<file path="src/rtl/dmem_arbiter.sv">
// Purpose : round-robin two-master arbiter in front of the single-port data memory, with bounded burst lock.
// Latency : grant is combinational in cycle t; the registered response (rvalid/rdata/err) appears in cycle t+1.
// Backpres: a requester that is not granted simply holds req until its gnt; responses cannot be stalled.
//
// Ports:
//   clk, rst                    clock and synchronous active-high reset
//   mK_req/we/lock/addr/wdata   master K request (K = 0 CPU, 1 loader/debug)
//   mK_gnt                      access accepted this cycle (combinational)
//   mK_rvalid/rdata/err         registered response, one cycle after mK_gnt
//   mem_we/addr/wdata, mem_rdata  single-port memory interface (read data combinational)
module dmem_arbiter #(
    parameter int n        = 32,
    parameter int DEPTH    = 64,
    parameter int MAX_LOCK = 4
) (
    input  logic         clk,
    input  logic         rst,
    input  logic         m0_req,
    input  logic         m0_we,
    input  logic         m0_lock,
    input  logic [n-1:0] m0_addr,
    input  logic [n-1:0] m0_wdata,
    output logic         m0_gnt,
    output logic         m0_rvalid,
    output logic [n-1:0] m0_rdata,
    output logic         m0_err,
    input  logic         m1_req,
    input  logic         m1_we,
    input  logic         m1_lock,
    input  logic [n-1:0] m1_addr,
    input  logic [n-1:0] m1_wdata,
    output logic         m1_gnt,
    output logic         m1_rvalid,
    output logic [n-1:0] m1_rdata,
    output logic         m1_err,
    output logic         mem_we,
    output logic [n-1:0] mem_addr,
    output logic [n-1:0] mem_wdata,
    input  logic [n-1:0] mem_rdata
);

    localparam int              CW      = $clog2(MAX_LOCK + 1);
    localparam logic [n-3:0]    DEPTH_W = (n-2)'(DEPTH);
    localparam logic [CW-1:0]   MAX_W   = CW'(MAX_LOCK);

    logic          last;        // last granted master
    logic          lock_act;
    logic          lock_own;
    logic [CW-1:0] lock_cnt;

    logic          rsp_v;
    logic          rsp_id;
    logic          rsp_err;
    logic [n-1:0]  rsp_data;

    logic          g0, g1, gnt_any;
    logic          sel_we, sel_lock, bad, keep_lock, owner_req;
    logic [n-1:0]  sel_addr, sel_wdata;
    logic [CW-1:0] cnt_next;

    // Grant selection: a held lock excludes the other master entirely.
    always_comb begin
        g0 = 1'b0;
        g1 = 1'b0;
        if (lock_act) begin
            g0 = ~lock_own & m0_req;
            g1 =  lock_own & m1_req;
        end else if (m0_req & m1_req) begin
            g0 =  last;
            g1 = ~last;
        end else begin
            g0 = m0_req;
            g1 = m1_req;
        end
    end

    assign gnt_any   = g0 | g1;
    assign m0_gnt    = g0;
    assign m1_gnt    = g1;

    assign sel_addr  = g1 ? m1_addr  : m0_addr;
    assign sel_wdata = g1 ? m1_wdata : m0_wdata;
    assign sel_we    = g1 ? m1_we    : m0_we;
    assign sel_lock  = g1 ? m1_lock  : m0_lock;

    assign bad = (sel_addr[1:0] != 2'b00) | (sel_addr[n-1:2] >= DEPTH_W);

    // Reset gates the write strobe so a request coinciding with rst never reaches the array.
    assign mem_we    = gnt_any & sel_we & ~bad & ~rst;
    assign mem_addr  = gnt_any ? sel_addr  : '0;
    assign mem_wdata = gnt_any ? sel_wdata : '0;

    // Count of consecutive locked grants including the one happening now.
    assign cnt_next  = lock_act ? (lock_cnt + CW'(1)) : CW'(1);
    assign keep_lock = sel_lock & (cnt_next < MAX_W);
    assign owner_req = lock_own ? m1_req : m0_req;

    always_ff @(posedge clk) begin
        if (rst) begin
            last     <= 1'b1;
            lock_act <= 1'b0;
            lock_own <= 1'b0;
            lock_cnt <= '0;
            rsp_v    <= 1'b0;
            rsp_id   <= 1'b0;
            rsp_err  <= 1'b0;
            rsp_data <= '0;
        end else begin
            rsp_v <= gnt_any;
            if (gnt_any) begin
                rsp_id   <= g1;
                rsp_err  <= bad;
                rsp_data <= (~sel_we & ~bad) ? mem_rdata : '0;
                last     <= g1;
                if (keep_lock) begin
                    lock_act <= 1'b1;
                    lock_own <= g1;
                    lock_cnt <= cnt_next;
                end else begin
                    lock_act <= 1'b0;
                    lock_cnt <= '0;
                end
            end else if (lock_act & ~owner_req) begin
                // Owner went idle: drop the lock; the other master is served from next cycle.
                lock_act <= 1'b0;
                lock_cnt <= '0;
            end
        end
    end

    assign m0_rvalid = rsp_v & ~rsp_id;
    assign m1_rvalid = rsp_v &  rsp_id;
    assign m0_rdata  = m0_rvalid ? rsp_data : '0;
    assign m1_rdata  = m1_rvalid ? rsp_data : '0;
    assign m0_err    = m0_rvalid & rsp_err;
    assign m1_err    = m1_rvalid & rsp_err;

endmodule

</file>
<file path="config.mk">
export PLATFORM = sky130hd
export DESIGN_NAME = dmem_arbiter
export DESIGN_NICKNAME = d
export VERILOG_FILES = /design/src/rtl/dmem_arbiter.sv
export SDC_FILE = /design/constraint.sdc
export NUM_CORES = 1
export LEC_CHECK = 0
export CAP_MARGIN = 20
export CORE_AREA = 2 2 116 118
export DETAILED_ROUTE_END_ITERATION = 10
export DIE_AREA = 0 0 118 120
export GPL_ROUTABILITY_DRIVEN = 0
export HOLD_SLACK_MARGIN = 0.05
export REMOVE_ABC_BUFFERS = 1
export SYNTH_ARGS = -nofsm -noshare
export SYNTH_HDL_FRONTEND = slang
export SYNTH_SLANG_ARGS = --single-unit
</file>
<file path="constraint.sdc">
create_clock -name clk -period 2.25 [get_ports clk]
set_input_delay 0.225 -clock clk [delete_from_list [all_inputs] [get_ports clk]]
set_output_delay 0.225 -clock clk [all_outputs]
set_load 0.01 [all_outputs]
</file>
* Yosys cells after proc, flatten, opt, wreduce, memory -nomap -nowiden
Index checks and enable logic that the tools add are counted.
W data, S select, Z words.
** Storage, ports and cells
- Register bits after elaboration :: 41
- Input port bits :: 168
- Output and inout bits :: 135
- Logic and storage cells :: 57
** Cells by class
- Add/subtract/negate cells :: 1
- Magnitude comparators :: 2
- Muxes and demuxes :: 21
- Bitwise gates (word level) :: 22
- Reductions and logical operators :: 3
** Operator list (number)
- $mux W32 :: 7
- $ge A30 B7 Y1 const B :: 1
- $and A1 B1 Y1 :: 13
- $mux W3 :: 4
- $mux W1 :: 10
- $not A1 Y1 :: 7
- $reduce_bool A2 Y1 :: 2
- $add A3 B1 Y3 const B :: 1
- $lt A3 B3 Y1 const B :: 1
- $or A1 B1 Y1 :: 2
- $reduce_and A2 Y1 :: 1

* Logic depth before layout (Yosys ltp)
Gate-level depths: netlist of run 1.
- Word-level depth :: 9
- Mapped depth :: 8

* Least setup slack after synthesis of run 1
OpenSTA, ideal clock, no wires.
- Path type :: reg2out
- Start :: register lock_act
- End :: output mem_wdata[10]
- Arrival :: 1.639 ns
- Setup slack :: 0.386 ns
- Cell stages (with the launch flop) :: 7
- Cells stage by stage :: dfxtp_1 > buf_4 > a21bo_2 > a21oi_4 > clkbuf_1 > buf_1 > a22o_1
** Between the ends
- Word-level cells in the longest chain between the ends :: 3
** RTL lines
- start, declared :: line 47 : logic lock_act;
- start signal, assigned :: line 101 : lock_act <= 1'b0;
- start signal, assigned :: line 116 : lock_act <= 1'b1;
- start signal, assigned :: line 120 : lock_act <= 1'b0;
- $mux W1 :: line 65 : if (lock_act) begin
- $mux W32 or $or A1 B1 Y1 (tied branches) :: line 82, 77
- $mux W32 (*) :: line 91 : assign mem_wdata = gnt_any ? sel_wdata : '0;
- end, declared :: line 38 : output logic [n-1:0] mem_wdata,
Every way passes the cells marked *; elsewhere a longest branch is shown, timed or not.

* Final worst setup path of run 1
- Start :: input m1_req
- End :: output mem_wdata[3]
** Between the ends
- Word-level cells in the longest chain between the ends :: 5
** RTL lines
- start, declared :: line 27 : input logic m1_req,
- $and A1 B1 Y1 :: line 68 : end else if (m0_req & m1_req) begin
- $mux W1 :: line 68
- $mux W1 :: line 65
- $mux W32 or $or A1 B1 Y1 (tied branches) :: line 82, 77
- $mux W32 (*) :: line 91
Marked as above.

==> impl_metrics.yaml, run 1 <==
logic_synthesis:
  yosys-top-cells-area: "a22o_1 (32%), dfxtp_1 (31%), and2_1 (8.1%)"
  synth_most_common_cell: "a22o_1"
  netlist_instances: 296
  ys_types: 34
  synth_edf_count: 0
  synth_commonest_cells: "a22o_1 (97), dfxtp_1 (41), and2_1 (34), and3_1 (34), clkbuf_1 (23)"
  synth.yosys.seq_area_share: 0.311
  synth-seq-cells: 41
  synth_top_area_frac: 0.322
  syn_area_per_cell_um2: 8.92
  synth_flop_cell: "dfxtp_1"
  yosysWarnings: 0
  synthesis.area_um2: 2640
  synthArstFlopShare: 0
  synth_area_leader_cell: "a22o_1"
cts:
  cts_hold_buf: 0
  tritoncts: "yes"
  clkTransAtPathRegs_ps: 60
  cts_buffers: 5
  insertion_delay_ps: 270
  cts_root_buf: "clkbuf_16"
  clk_path_buf_depth: 2
  htree_levels: 2
  clock-sinks: 41
routing:
  drt_pass1_iterations: 4
  vias: 3805
  totalWireLength_mm: 14.9
  drcViolationCount: 0
  antenna_left: 0
  drt_iter0_markers: 173
  vias_per_cell: 4.69
  wl_per_cell_um: 18.4
sta:
  fin_ws_ps: 48.6
  setup_violations: 0
  hold_viol_final: 0
  setup-tns-final_ps: 0
  timing.final.max_slew_violations: 0
  skew_ps: 4.78
  fin_crit_ps: 2200
  relSlewSlack: 0.742
  holdWs_ps: 484
  max_freq_mhz: 454
  grt_setup_unrepaired: "yes"
  worst_slew_pin_slew_ps: 384
  period_share: 0.978
critical_path:
  r2r_cells: 9
  crit_type: "primary input to output pin"
  rrSetupSlack_ps: 70
  setup.worst_path.start_class: "primary input"
  cp_max_fo: 11
  crit_end: "mem_wdata[3]"
  cp.arrival_ps: 1980
  r2r-start: "lock_act"
  critPathRequiredTime_ps: 2030
  crit_start: "m1_req"
  end_kind: "output pin"
  r2r_end: "rsp_data[15]"
floorplanning:
  dieArea_um2: 14200
  core_um2: 13000
  die_y_um: 120
  die_w_um: 118
  start_util: 0.203
  ioPinCount: 303
  fp-row-count: 42
power_and_ir_drop:
  p_sw_frac: 0.287
  clkPwrFrac: 0.287
  seqPwrFrac: 0.296
  p_leak_nw: 2.86
  ir_drop_mv: 0.309
  p_int_mw: 1.80
  p_comb_frac: 0.417
  power_density_nw_per_um2: 387
  switching_power_uw: 724
global_routing:
  grt_pass1_wl_mm: 21.3
  grt_usage: 0.192
  antenna_found_initial: 1
  grt_overflow_total: 0
  grt_max_degree: 33
  grt_pass1_vias: 3725
cells_and_area:
  diodes: 0
  num-nets-final: 803
  syn_to_final_growth_pct: 147
  drive_gt1_frac: 0.142
  stdcell_area_um2: 6520
placed_design:
  port_buffers: 302
  post_dp_cell_area_um2: 6170
  dpl.hpwl_mm: 12.1
  pre_cts_ws_ps: -399
min_path:
  hold_class: "primary input to flop"
status:
  status: "finished clean"
job:
  maxCapViolCount: 0
sequential cells by signal, indices dropped and copies added (netlist names):
| name | count |
|---|---|
| lock_cnt | 3 |
| lock_act | 1 |
| last | 1 |
| rsp_err | 1 |
| rsp_v | 1 |
| lock_own | 1 |
| rsp_id | 1 |
| rsp_data | 32 |
cell type report:
cell class / count / area, µm²
tap: 176 / 220
clock buffer: 6 / 139
multi-input combinational: 223 / 1730
clock inverter: 2 / 13.8
inverter: 1 / 6.26
timing repair buffer: 362 / 3580
fill: 1271 / 6460
sequential: 41 / 823
routing by layer:
metal	wire, µm	vias to the layer above	part of all wire	global-route usage
li1	-	1832	-	-
met1	5440	1765	0.36	0.204
met2	7770	187	0.52	0.364
met3	1190	21	0.080	0.0466
met4	505	0	0.034	0.0753
met5	0	-	0	0
timing repair:
item                                    in CTS  in global routing
buffers inserted                            10                  2
gates cloned                                 1                  2
endpoints found under the setup margin      66                 44
pin swaps                                    0                  6
resized for setup                           83                 21
cells by family after synthesis:
| family | count (synthesis) | share of synthesized area |
|---|---|---|
| simple gates | 112 | 0.256 |
| compound gates | 108 | 0.365 |
| flops | 41 | 0.311 |
| buf+inv | 32 | 0.0554 |
| xor+xnor | 1 | 0.00332 |
| mux | 1 | 0.00426 |
| fa+ha+maj | 1 | 0.00474 |
worst min-delay path by stage:
| stage | start | end | slack [ps] | cells past startpoint |
|---|---|---|---|---|
| 6_report | m0_req | lock_cnt[1] | 480 | 4 |
| 5_1_grt | m0_req | lock_cnt[0] | 500 | 4 |
| 4_1_cts | m0_req | lock_cnt[1] | 480 | 4 |
| 3_5_place_dp | rsp_data[6] | rsp_data[6] | 470 | 1 |
| 3_3_place_gp | rsp_data[28] | rsp_data[28] | 470 | 1 |
| 2_1_floorplan | rst | lock_cnt[1] | 290 | 1 |
per-stage QoR:
stage	instances	power [mW]	util
floorplan	265	1.07	-
global placement	788	1.84	0.476
detailed placement	788	1.85	0.476
CTS	807	2.55	0.492
global route	811	2.64	0.502
finish	811	2.52	0.502
cells in the final DEF (no fill, tap or decap), drive strengths merged:
| cell | instances |
|---|---|
| dfxtp | 41 |
| dlygate4sd2 | 55 |
| buf | 58 |
| a21oi | 4 |
| clkbuf | 8 |
| a22oi | 1 |
| clkdlybuf4s50 | 235 |
| a22o | 97 |
| a32oi | 1 |
| and2 | 34 |
| clkinv | 2 |
| a221oi | 1 |
| nand2b | 3 |
| a21bo | 1 |
| inv | 1 |
| clkdlybuf4s15 | 11 |
| nor2 | 11 |
| nand3 | 1 |
| and3 | 34 |
| nand3b | 2 |
| a2111oi | 1 |
| and4 | 2 |
| ha | 1 |
| o221ai | 1 |
| nand2 | 5 |
| xor2 | 1 |
| nor4 | 8 |
| bufbuf | 1 |
| or4 | 2 |
| a211oi | 1 |
| nor3 | 5 |
| nand4 | 3 |
| mux2 | 1 |
| nor2b | 2 |
critical path, stage by stage:
cell and delay, ps:
clkdlybuf4s50_1 450, buf_4 170, a21oi_4 220, buf_4 180
bufbuf_16 260, a22o_1 110, dlygate4sd2_1 350
power by group through the flow:
stage | clock network, mW | logic (mW) | registers, mW
after floorplan | 0 | 0.294 | 0.771
after global placement | 0 | 1.08 | 0.762
after detailed placement | 0 | 1.09 | 0.762
after CTS | 0.753 | 1.05 | 0.746
after global routing | 0.779 | 1.11 | 0.749
final | 0.725 | 1.05 | 0.747
Power figures use the tool's default switching activity.
==> inputs of run 2 (changes only) <==
--- a/config.mk
+++ b/config.mk
@@ -12,6 +12,7 @@
 export GPL_ROUTABILITY_DRIVEN = 0
 export HOLD_SLACK_MARGIN = 0.05
 export REMOVE_ABC_BUFFERS = 1
+export SLEW_MARGIN = 20
 export SYNTH_ARGS = -nofsm -noshare
 export SYNTH_HDL_FRONTEND = slang
 export SYNTH_SLANG_ARGS = --single-unit
==> results of run 2 <==
Same layout as run 1: the final DEF is identical, and so are final timing and power.
